`src/rtl/wb_uart_arbiter.sv`:
```
// Two-master round-robin Wishbone arbiter in front of the buffered UART.
// Grants lock for the whole CYC; a watchdog returns ERR and aborts a silent slave.
module wb_uart_arbiter #(
  parameter int TIMEOUT = 255,
  parameter int TW      = 8
) (
  input  logic        i_clk,
  input  logic        i_reset,
  input  logic [1:0]  i_m_cyc,
  input  logic [1:0]  i_m_stb,
  input  logic [1:0]  i_m_we,
  input  logic [7:0]  i_m_sel,
  input  logic [59:0] i_m_addr,
  input  logic [63:0] i_m_data,
  output logic [1:0]  o_m_stall,
  output logic [1:0]  o_m_ack,
  output logic [1:0]  o_m_err,
  output logic [31:0] o_m_data,
  output logic        o_s_cyc,
  output logic        o_s_stb,
  output logic        o_s_we,
  output logic [3:0]  o_s_sel,
  output logic [29:0] o_s_addr,
  output logic [31:0] o_s_data,
  input  logic        i_s_stall,
  input  logic        i_s_ack,
  input  logic        i_s_err,
  input  logic [31:0] i_s_data,
  output logic        o_owner,
  output logic        o_busy
);

  typedef enum logic [1:0] {IDLE, OWN, ABORT} state_t;

  state_t        state, state_nx;
  logic          owner, owner_nx;
  logic          last, last_nx;
  logic [3:0]    outst, outst_nx;
  logic [TW-1:0] timer, timer_nx;

  logic own_cyc, own_stb, other, full, live, resp, timeout, accept;

  assign own_cyc = i_m_cyc[owner];
  assign own_stb = i_m_stb[owner];
  assign other   = ~owner;
  assign full    = (outst == 4'd15);
  assign live    = (outst != 4'd0);
  assign resp    = i_s_ack | i_s_err;
  // A slave response on the expiry cycle wins over the watchdog.
  assign timeout = (state == OWN) && own_cyc && (timer == TW'(TIMEOUT)) && !resp;
  assign accept  = (state == OWN) && own_cyc && own_stb && !full && !i_s_stall && !timeout;

  always_ff @(posedge i_clk) begin
    if (i_reset) begin
      state <= IDLE;
      owner <= 1'b0;
      last  <= 1'b1;
      outst <= 4'd0;
      timer <= '0;
    end else begin
      state <= state_nx;
      owner <= owner_nx;
      last  <= last_nx;
      outst <= outst_nx;
      timer <= timer_nx;
    end
  end

  always_comb begin
    state_nx = state;
    owner_nx = owner;
    last_nx  = last;
    outst_nx = outst;
    timer_nx = timer;
    case (state)
      IDLE: begin
        outst_nx = 4'd0;
        timer_nx = '0;
        if (|i_m_cyc) begin
          state_nx = OWN;
          owner_nx = (&i_m_cyc) ? ~last : i_m_cyc[1];
          last_nx  = owner_nx;
        end
      end
      OWN, ABORT: begin
        if (!own_cyc) begin
          outst_nx = 4'd0;
          timer_nx = '0;
          if (i_m_cyc[other]) begin
            state_nx = OWN;
            owner_nx = other;
            last_nx  = other;
          end else begin
            state_nx = IDLE;
          end
        end else if (state == OWN) begin
          if (timeout) begin
            state_nx = ABORT;
            outst_nx = 4'd0;
            timer_nx = '0;
          end else begin
            outst_nx = outst + {3'b000, accept} - {3'b000, resp & live};
            timer_nx = (resp || !live) ? '0 : timer + TW'(1);
          end
        end
      end
      default: state_nx = IDLE;
    endcase
  end

  always_comb begin
    o_s_cyc   = 1'b0;
    o_s_stb   = 1'b0;
    o_s_we    = 1'b0;
    o_s_sel   = 4'h0;
    o_s_addr  = 30'h0;
    o_s_data  = 32'h0;
    o_m_stall = 2'b11;
    o_m_ack   = 2'b00;
    o_m_err   = 2'b00;
    if (state == OWN) begin
      o_s_we   = owner ? i_m_we[1]        : i_m_we[0];
      o_s_sel  = owner ? i_m_sel[7:4]     : i_m_sel[3:0];
      o_s_addr = owner ? i_m_addr[59:30]  : i_m_addr[29:0];
      o_s_data = owner ? i_m_data[63:32]  : i_m_data[31:0];
      if (timeout) begin
        o_m_err[owner] = 1'b1;
      end else begin
        o_s_cyc          = own_cyc;
        o_s_stb          = own_stb & ~full;
        o_m_stall[owner] = i_s_stall | full;
        // Responses with nothing outstanding belong to an aborted cycle.
        o_m_ack[owner]   = i_s_ack & live;
        o_m_err[owner]   = i_s_err & live;
      end
    end
  end

  assign o_m_data = i_s_data;
  assign o_owner  = owner;
  assign o_busy   = (state != IDLE);

endmodule
```
`config.mk`:
```
export PLATFORM = sky130hd
export DESIGN_NAME = wb_uart_arbiter
export DESIGN_NICKNAME = d
export VERILOG_FILES = /design/src/rtl/wb_uart_arbiter.sv
export SDC_FILE = /design/constraint.sdc
export NUM_CORES = 1
export LEC_CHECK = 0
export CAP_MARGIN = 20
export CORE_AREA = 2 2 110 112
export CTS_CLUSTER_SIZE = 16
export DETAILED_ROUTE_END_ITERATION = 6
export DIE_AREA = 0 0 112 114
export GPL_TIMING_DRIVEN = 0
export PLACE_DENSITY = 0.71
export SLEW_MARGIN = 5
export SYNTH_ARGS = -nofsm -noshare
export SYNTH_HDL_FRONTEND = slang
export SYNTH_SLANG_ARGS = --single-unit
```
`constraint.sdc`:
```
create_clock -name i_clk -period 3.7 [get_ports i_clk]
set_input_delay 0.74 -clock i_clk [delete_from_list [all_inputs] [get_ports i_clk]]
set_output_delay 0.74 -clock i_clk [all_outputs]
set_load 0.02 [all_outputs]
```
; ---- Word-level counts from Yosys, hierarchy flattened
; Cells that the tools add are included.
; W data, S select, Z words.
[op_classes]
add_sub_neg = 3
eq_ne = 9
n_lt_le_gt_ge = 3
shift = 0
bitwise_logic = 13
mux = 46
multipliers = 0
div = 0
n_reduce_logical = 24
[ops]
columns = op, n
row1 = $mux W32, 2
row2 = $mux W30, 2
row3 = $mux W8, 4
row4 = $mux W2, 10
row5 = $mux W4, 5
row6 = $mux W1, 18
row7 = $pmux W8 S2, 1
row8 = $add A8 B1 Y8 const B, 1
row9 = $eq A8 B8 Y1 const B, 1
row10 = $logic_and A1 B1 Y1, 8
row11 = $pmux W4 S2, 1
row12 = $ne A2 B2 Y1 const B, 3
row13 = $ne A3 B3 Y1 const B, 2
row14 = $logic_not A1 Y1, 5
row15 = $add A4 B1 Y4, 1
row16 = $and A1 B1 Y1, 4
row17 = $and A2 B2 Y2, 2
row18 = $eq A4 B4 Y1 const B, 1
row19 = $lt A1 B2 Y1 const B, 2
row20 = $pmux W2 S2, 1
row21 = $reduce_and A2 Y1, 2
row22 = $reduce_and A4 Y1, 1
row23 = $reduce_bool A2 Y1, 2
row24 = $reduce_bool A4 Y1, 1
row25 = 14 further kinds, 18
[word_totals]
out_inout_bits = 109
ramBits = 0
memories = 0
latchBits = 0
register_bits = 16
mem_bits_ro = 0

; ---- Depth between registers and ports, before layout
; Gate-level depths: netlist (run 1).
[depth]
depth_word = 13
mapped_depth = 13
ltp_nobuf = 13

; ---- Worst setup path after synthesis (run 1)
; OpenSTA, ideal clock, no wires.
[synth_path]
kind = input port to flip-flop
startpoint = input port i_m_cyc[1]
endpoint = register outst[2]
required_time_ps = 3583
stages = 10
setup_slack_ps = 775
arrival_time_ps = 2809
path_cell_list = clkbuf_2 > mux2_2 > a211oi_1 > nand4_1 > ha_1 > inv_1 > ha_1 > fa_1 > xor2_1 > a22o_1
[synth_via]
elab_chain_cells = 13
word_cells_on_any_way = 18
[synth_rtl]
columns = item, line
row1 = "start, declared", 9  ; input logic [1:0] i_m_cyc,
row2 = $mux W1 (not written as such) * (2 in series), 43  ; assign own_cyc = i_m_cyc[owner];
row3 = $logic_and A1 B1 Y1, "50, 51"
row4 = $logic_and A1 B1 Y1 (on tied branches) (2 in series), "51, 50"
row5 = $logic_and A1 B1 Y1 or $logic_not A1 Y1 (tied branches), 51  ; assign accept = (state == OWN) && own_cyc && own_stb && !full && !i_s_stall && !timeout;
row6 = $logic_and A1 B1 Y1, 51
row7 = $add A4 B1 Y4, 102  ; outst_nx = outst + {3'b000, accept} - {3'b000, resp & live};
row8 = $sub A4 B1 Y4, 102
row9 = $mux W4, 97  ; if (timeout) begin
row10 = $mux W4, 96  ; end else if (state == OWN) begin
row11 = $mux W4, 86  ; if (!own_cyc) begin
row12 = $pmux W4 S2, 75  ; case (state)
row13 = "end signal, assigned", 64  ; outst <= outst_nx;
row14 = "end, declared", 38  ; logic [3:0] outst, outst_nx;
; Every way passes the cells marked *; elsewhere a longest branch is shown, timed or not. The select of a mux whose other input is x is not followed.
; A chain may end at the register's enable or synchronous reset.

; ---- Worst setup path after layout (run 1)
[layout_path]
startpoint = input port i_s_err
endpoint = output port o_s_stb
[layout_via]
elab_chain_cells = 5
[layout_rtl]
columns = item, line
row1 = "start, declared", 27  ; input logic i_s_err,
row2 = $or A1 B1 Y1, 48  ; assign resp = i_s_ack | i_s_err;
row3 = $logic_not A1 Y1, 50  ; assign timeout = (state == OWN) && own_cyc && (timer == TW'(TIMEOUT)) && !resp;
row4 = $logic_and A1 B1 Y1, 50
row5 = $mux W1, 126  ; if (timeout) begin
row6 = $mux W1, 121  ; if (state == OWN) begin
row7 = "end, declared", 20  ; output logic o_s_stb,
; No other way between the ends.

==> flow_summary.json, run 1 <==
{
  "grt_max_degree": 11,
  "clockBufferDepth": 2,
  "tns_ns": 0,
  "power.density_nw_per_um2": 427,
  "synth_largest_area_cell": "mux2i_1",
  "vias": 3226,
  "grt_pass1_wl_mm": 17.3,
  "numCtsBuffers": 3,
  "track_usage": 0.170,
  "cts.sinks": 16,
  "drc": 0,
  "crit_path_cell_trace": "clkdlybuf4s50_1, or2_2, nor4_4, nand2_1, and4b_1, clkdlybuf4s50_1",
  "mappedNetlistArea_um2": 2590,
  "slowest_stage": "clkdlybuf4s50_1",
  "rows": 40,
  "wl_mm": 11.9,
  "io_pins": 284,
  "grt_overflow": 0,
  "worst_setup_path_end_kind": "output pin",
  "chipWidth_um": 112,
  "setup_slack_ns": 0.169,
  "ys_ff_latch": 16,
  "fmax_ghz": 0.283,
  "wl_per_cell_um": 16.5,
  "status": "completed",
  "finalCritPeriodShare": 0.954,
  "setup.worst_path.class": "in2out",
  "drt_iter0_markers": 84,
  "arrival_ns": 2.79,
  "syn_nets": 509,
  "tightest_slew_ns": 0.532,
  "min_path_type": "reg2reg",
  "drive_above_1_share": 0.101,
  "ys.flop_type": "dfxtp_1",
  "synth_cells": 323,
  "gp_congestion": 0.794,
  "layout_commonest_cell": "clkdlybuf4s50_1",
  "initial_core_util": 0.221,
  "ctsRootBufferMaster": "clkbuf_16",
  "syn_avg_cell_area_um2": 8.01,
  "coreArea_um2": 11700,
  "crit_path_frequent_cell": "clkdlybuf4s50_1",
  "htreeDepth": 1,
  "grt_pass1_vias": 3116,
  "antenna_cells": 0,
  "dpl_worst_slack_ns": 0.0275,
  "die_area_um2": 12800,
  "drt_first_pass_iters": 4,
  "drv_cap": 0,
  "fin_crit_ns": 3.53,
  "start_kind": "primary input",
  "synth.top_cells.by_area": "mux2i_1 (27%), nor2b_1 (16%), dfxtp_1 (12%), buf_4 (9.3%), ha_1 (4.8%)",
  "dp.cells": 719,
  "layoutNonFillerInstCount": 723,
  "required_ns": 2.96,
  "synthArstFlopShare": 0,
  "yosysUniqueCellTypes": 46,
  "crit_family": "simple AND/OR/NAND/NOR gates",
  "dieHeight_um": 114,
  "slew_headroom": 0.644,
  "grt_antenna_before_repair": 0,
  "worstPathMaxFanout": 4,
  "critPathMaxStageDelay_ns": 0.55,
  "power_leakage_nw": 2.02,
  "fin_nets": 763,
  "dp_hpwl_mm": 10.2,
  "rsz0062_at_grt": "false",
  "vias_per_cell": 4.46,
  "syn_to_final_growth_pct": 107,
  "ant_nets": 0,
  "worstSkewPairLatency_ns": 0.25,
  "clk_pin_slew_worst_paths_ns": 0.05,
  "ir_worst_vdd_uv": 154,
  "finalMaxSlewViolations": 0,
  "finalClockSkew_ns": 0.00184,
  "synth_edf_count": 0,
  "path_buf_inv": 2,
  "portBuffers": 249,
  "hold_buffers": 0,
  "cts_tree": "yes",
  "mostFrequentLayoutCells": "clkdlybuf4s50_1 (248), mux2i_1 (71), nor2b_1 (67)",
  "netlist.area_leader.share": 0.275,
  "yosys_warnings": 0,
  "seq_area_frac_synth": 0.124,
  "hold_viol": 0,
  "finalSetupViolCount": 0
}
==> area by class of cell <==
cell class / count / area, um^2
Timing Repair Buffer: 249 / 2490
Multi-Input combinational cell: 242 / 1890
Buffer: 52 / 330
Inverter: 13 / 48.8
Clock buffer: 4 / 88.8
Tap cell: 147 / 184
Fill cell: 1140 / 6350
Sequential cell: 16 / 320
==> sequential cells by signal (all words and copies together), names as in the netlist <==
name	flops
o_owner	1
last	1
outst	4
state	2
timer	8
==> timing repair <==
action	4_1_cts	5_1_grt
setup endpoints to repair	0	11
resized for setup	0	3
buffers inserted	0	0
==> where the power goes <==
| part | switching [mW] | internal (mW) |
|---|---|---|
| sequential | 0.0131 | 0.189 |
| clock | 0.0678 | 0.164 |
| combinational | 0.943 | 0.911 |
| total | 1.02 | 1.26 |
==> worst reg2reg max path, stage by stage (launching register included) <==
cell and delay [ns]:
dfxtp_1 0.37, ha_1 0.39, clkbuf_2 0.35, clkbuf_1 0.40, nand4_1 0.17, ha_1 0.31
inv_1 0.04, ha_1 0.20, fa_1 0.39, xor2_1 0.15, a22o_1 0.19
==> cells in the mapped netlist, drive strengths merged, types with 2 or more instances <==
master and n:
o21ai 6, a211o 2, inv 13, a32o 2, ha 10, nor3 2, or3b 3, a22o 4
mux2i 71, buf 42, nor2b 67, o211ai 3, dfxtp 16, and3 2, a31oi 3, nor2 5
nor4 4, a21oi 6, nand2 19, xor2 3, clkbuf 10, mux2 2, nand3 11
==> final timing paths <==
path,from,endpoint,slack (ns),cells after the start
worst min register to register,state[1],state[1],0.50,2
worst max register to register,state[0],outst[2],0.65,10
worst min-delay path,state[1],state[1],0.50,2
worst max-delay path,i_s_err,o_s_stb,0.17,6
==> logic make-up (layout without fill, tap and decap cells) <==
kind of cell,after synthesis,in the layout,synth area share
fa+ha+maj,11,11,0.0561
compound gates,34,34,0.0943
mux,73,73,0.283
buf+inv,65,318,0.146
xor+xnor,4,4,0.0135
simple gates,120,120,0.283
flops,16,16,0.124
==> through the flow <==
stage / total power, mW / util / hold WS [ns] / cell area, um^2
finish: 2.29 / 0.457 / 0.500 / 5360
global route: 2.44 / 0.457 / 0.523 / 5360
CTS: 2.31 / 0.457 / 0.501 / 5350
detailed placement: 2.07 / 0.449 / 0.492 / 5260
global placement: 2.05 / 0.449 / 0.463 / 5260
floorplan: 1.22 / - / 0.451 / 2590
==> layer usage <==
| layer | up-vias | global-route usage | wire length (um) |
|---|---|---|---|
| li1 | 1599 | - | - |
| met1 | 1474 | 0.216 | 5000 |
| met2 | 149 | 0.274 | 5500 |
| met3 | 4 | 0.0829 | 1400 |
| met4 | 0 | 0.0122 | 42 |
| met5 | - | 0 | 0 |
Power figures use the tool's default switching activity.
==> run 2: changes to the inputs <==
Settings changed: CTS_BUF_LIST set to sky130_fd_sc_hd__clkbuf_2, GPL_TIMING_DRIVEN 0 to 1.
==> run 2 against run 1 <==
Effect of this change:
- sequential power increased by 6%
- hold slack got worse by 0.0069 ns
- utilization decreased by 5.3 points
- critical path type unchanged
- largest power group unchanged
==> flow_summary.json, run 2 (synthesis results as in run 1) <==
{
  "vias": 2962,
  "r2r.worst_path.cells": 12,
  "dp.cells": 644,
  "drt_first_pass_iters": 4,
  "worstSkewPairLatency_ns": 0.30,
  "mostFrequentLayoutCells": "clkdlybuf4s50_1 (219), mux2i_1 (71), nor2b_1 (67)",
  "crit_end": "o_m_err[0]",
  "die_area_um2": 12800,
  "numCtsBuffers": 3,
  "worstReg2RegEnd": "outst[2]",
  "sw_frac_of_total": 0.470,
  "chipWidth_um": 112,
  "layoutNonFillerInstCount": 648,
  "coreArea_um2": 11700,
  "grt_max_degree": 56,
  "grt_pass1_vias": 2840,
  "gp_congestion": 0.839,
  "finalSetupViolCount": 0,
  "power.density_nw_per_um2": 432,
  "drc": 0,
  "wl_mm": 10.9,
  "layout_commonest_cell": "clkdlybuf4s50_1",
  "drt_iter0_markers": 102,
  "drive_above_1_share": 0.0439,
  "clockBufferDepth": 2,
  "setup.worst_path.class": "in2out",
  "largest_register": "timer",
  "worstPathMaxFanout": 4,
  "rows": 40,
  "crit_path_start": "i_s_err",
  "vias_per_cell": 4.57,
  "hold_buffers": 0,
  "initial_core_util": 0.221,
  "tightest_slew_ns": 0.587,
  "intPower_mw": 1.08,
  "largest_register_ffs": 8,
  "grt_pass1_wl_mm": 15.6,
  "syn_to_final_growth_pct": 83.1,
  "wl_per_cell_um": 16.9,
  "dp_hpwl_mm": 9.08,
  "comb_power_share": 0.855,
  "design_area_um2": 4740,
  "grt_overflow": 0,
  "antenna_cells": 0,
  "io_pins": 284,
  "final_util": 0.404,
  "track_usage": 0.155,
  "required_ns": 2.96,
  "top_regs": "timer: 8 flops, outst: 4 flops, state: 2 flops",
  "holdCritStartpoint": "state[1]",
  "clk_pin_slew_worst_paths_ns": 0.17,
  "rr_startpoint": "state[1]",
  "power_leakage_nw": 1.67,
  "dieHeight_um": 114,
  "status": "completed",
  "finalClockSkew_ns": 0.00602,
  "hold_viol": 0,
  "slew_headroom": 0.608,
  "start_kind": "primary input",
  "p_sw_uw": 961,
  "min_path_type": "reg2reg",
  "ff2ff_setup_slack_ns": 0.75,
  "cts_tree": "yes",
  "post_cts_buffers": 0,
  "htreeDepth": 1,
  "fin_crit_ns": 3.54,
  "portBuffers": 219,
  "seqPwrFrac": 0.105,
  "power.clock.fraction": 0.040,
  "arrival_ns": 2.80,
  "ant_nets": 0,
  "fin_nets": 688,
  "worst_setup_path_end_kind": "output pin",
  "finalMaxSlewViolations": 0,
  "finalCritPeriodShare": 0.957,
  "tns_ns": 0,
  "cts.sinks": 16,
  "whs_ns": 0.493,
  "drv_cap": 0,
  "rsz0062_at_grt": "false",
  "grt_antenna_before_repair": 0,
  "cts_resized": 0,
  "place_area_um2": 4720,
  "ctsRootBufferMaster": "clkbuf_2",
  "ir_worst_vdd_uv": 223,
  "fmax_ghz": 0.282
}
## run 2: cell types whose count changed in the layout (fill, tap and decap cells not counted), moves of 2 or more
cell / before / now
clkbuf_1: 8 / 0
clkbuf_16: 3 / 0
clkdlybuf4s50_1: 248 / 219
buf_12: 0 / 2
buf_4: 32 / 5
buf_2: 10 / 0
## run 2: power groups by stage
stage / Combinational, mW / Sequential (mW) / Clock, mW
6_report: 1.75 / 0.214 / 0.0825
5_1_grt: 1.87 / 0.218 / 0.0911
4_1_cts: 1.77 / 0.214 / 0.0852
3_5_place_dp: 1.76 / 0.218 / 0
3_3_place_gp: 1.74 / 0.216 / 0
2_1_floorplan: 1.02 / 0.206 / 0
## run 2: layer usage
layer,global-route usage,share of wire,wire (um)
met1,0.188,0.41,4450
met2,0.239,0.44,4820
met3,0.0919,0.14,1560
met4,0.0285,0.011,124
met5,0,0,0
## run 2: metrics by stage
stage | power (mW) | worst slack, ns
global placement | 1.96 | 0.213
finish | 2.04 | 0.160
floorplan | 1.22 | 0.775
global route | 2.17 | 0.0649
detailed placement | 1.98 | 0.176
CTS | 2.07 | 0.161
## run 2: critical path, cell delays in order
cell and delay, ns:
clkdlybuf4s50_1 0.46, or2_2 0.36, nor4_4 0.33, nand2_1 0.15, a21oi_1 0.14, clkdlybuf4s50_1 0.63
## run 2: layout make-up
type,count,area (um^2)
Tap cell,147,184
Timing Repair Buffer,226,2270
Clock inverter,1,3.75
Inverter,13,48.8
Sequential cell,16,324
Multi-Input combinational cell,242,1890
Clock buffer,3,15.0
Fill cell,1191,6970
## run 2: worst min-delay path by stage
stage,to,slack [ns],cells after the start
floorplan,state[1],0.45,2
global placement,state[1],0.47,2
detailed placement,state[1],0.48,2
CTS,state[1],0.50,2
global route,state[1],0.53,2
finish,state[1],0.49,2
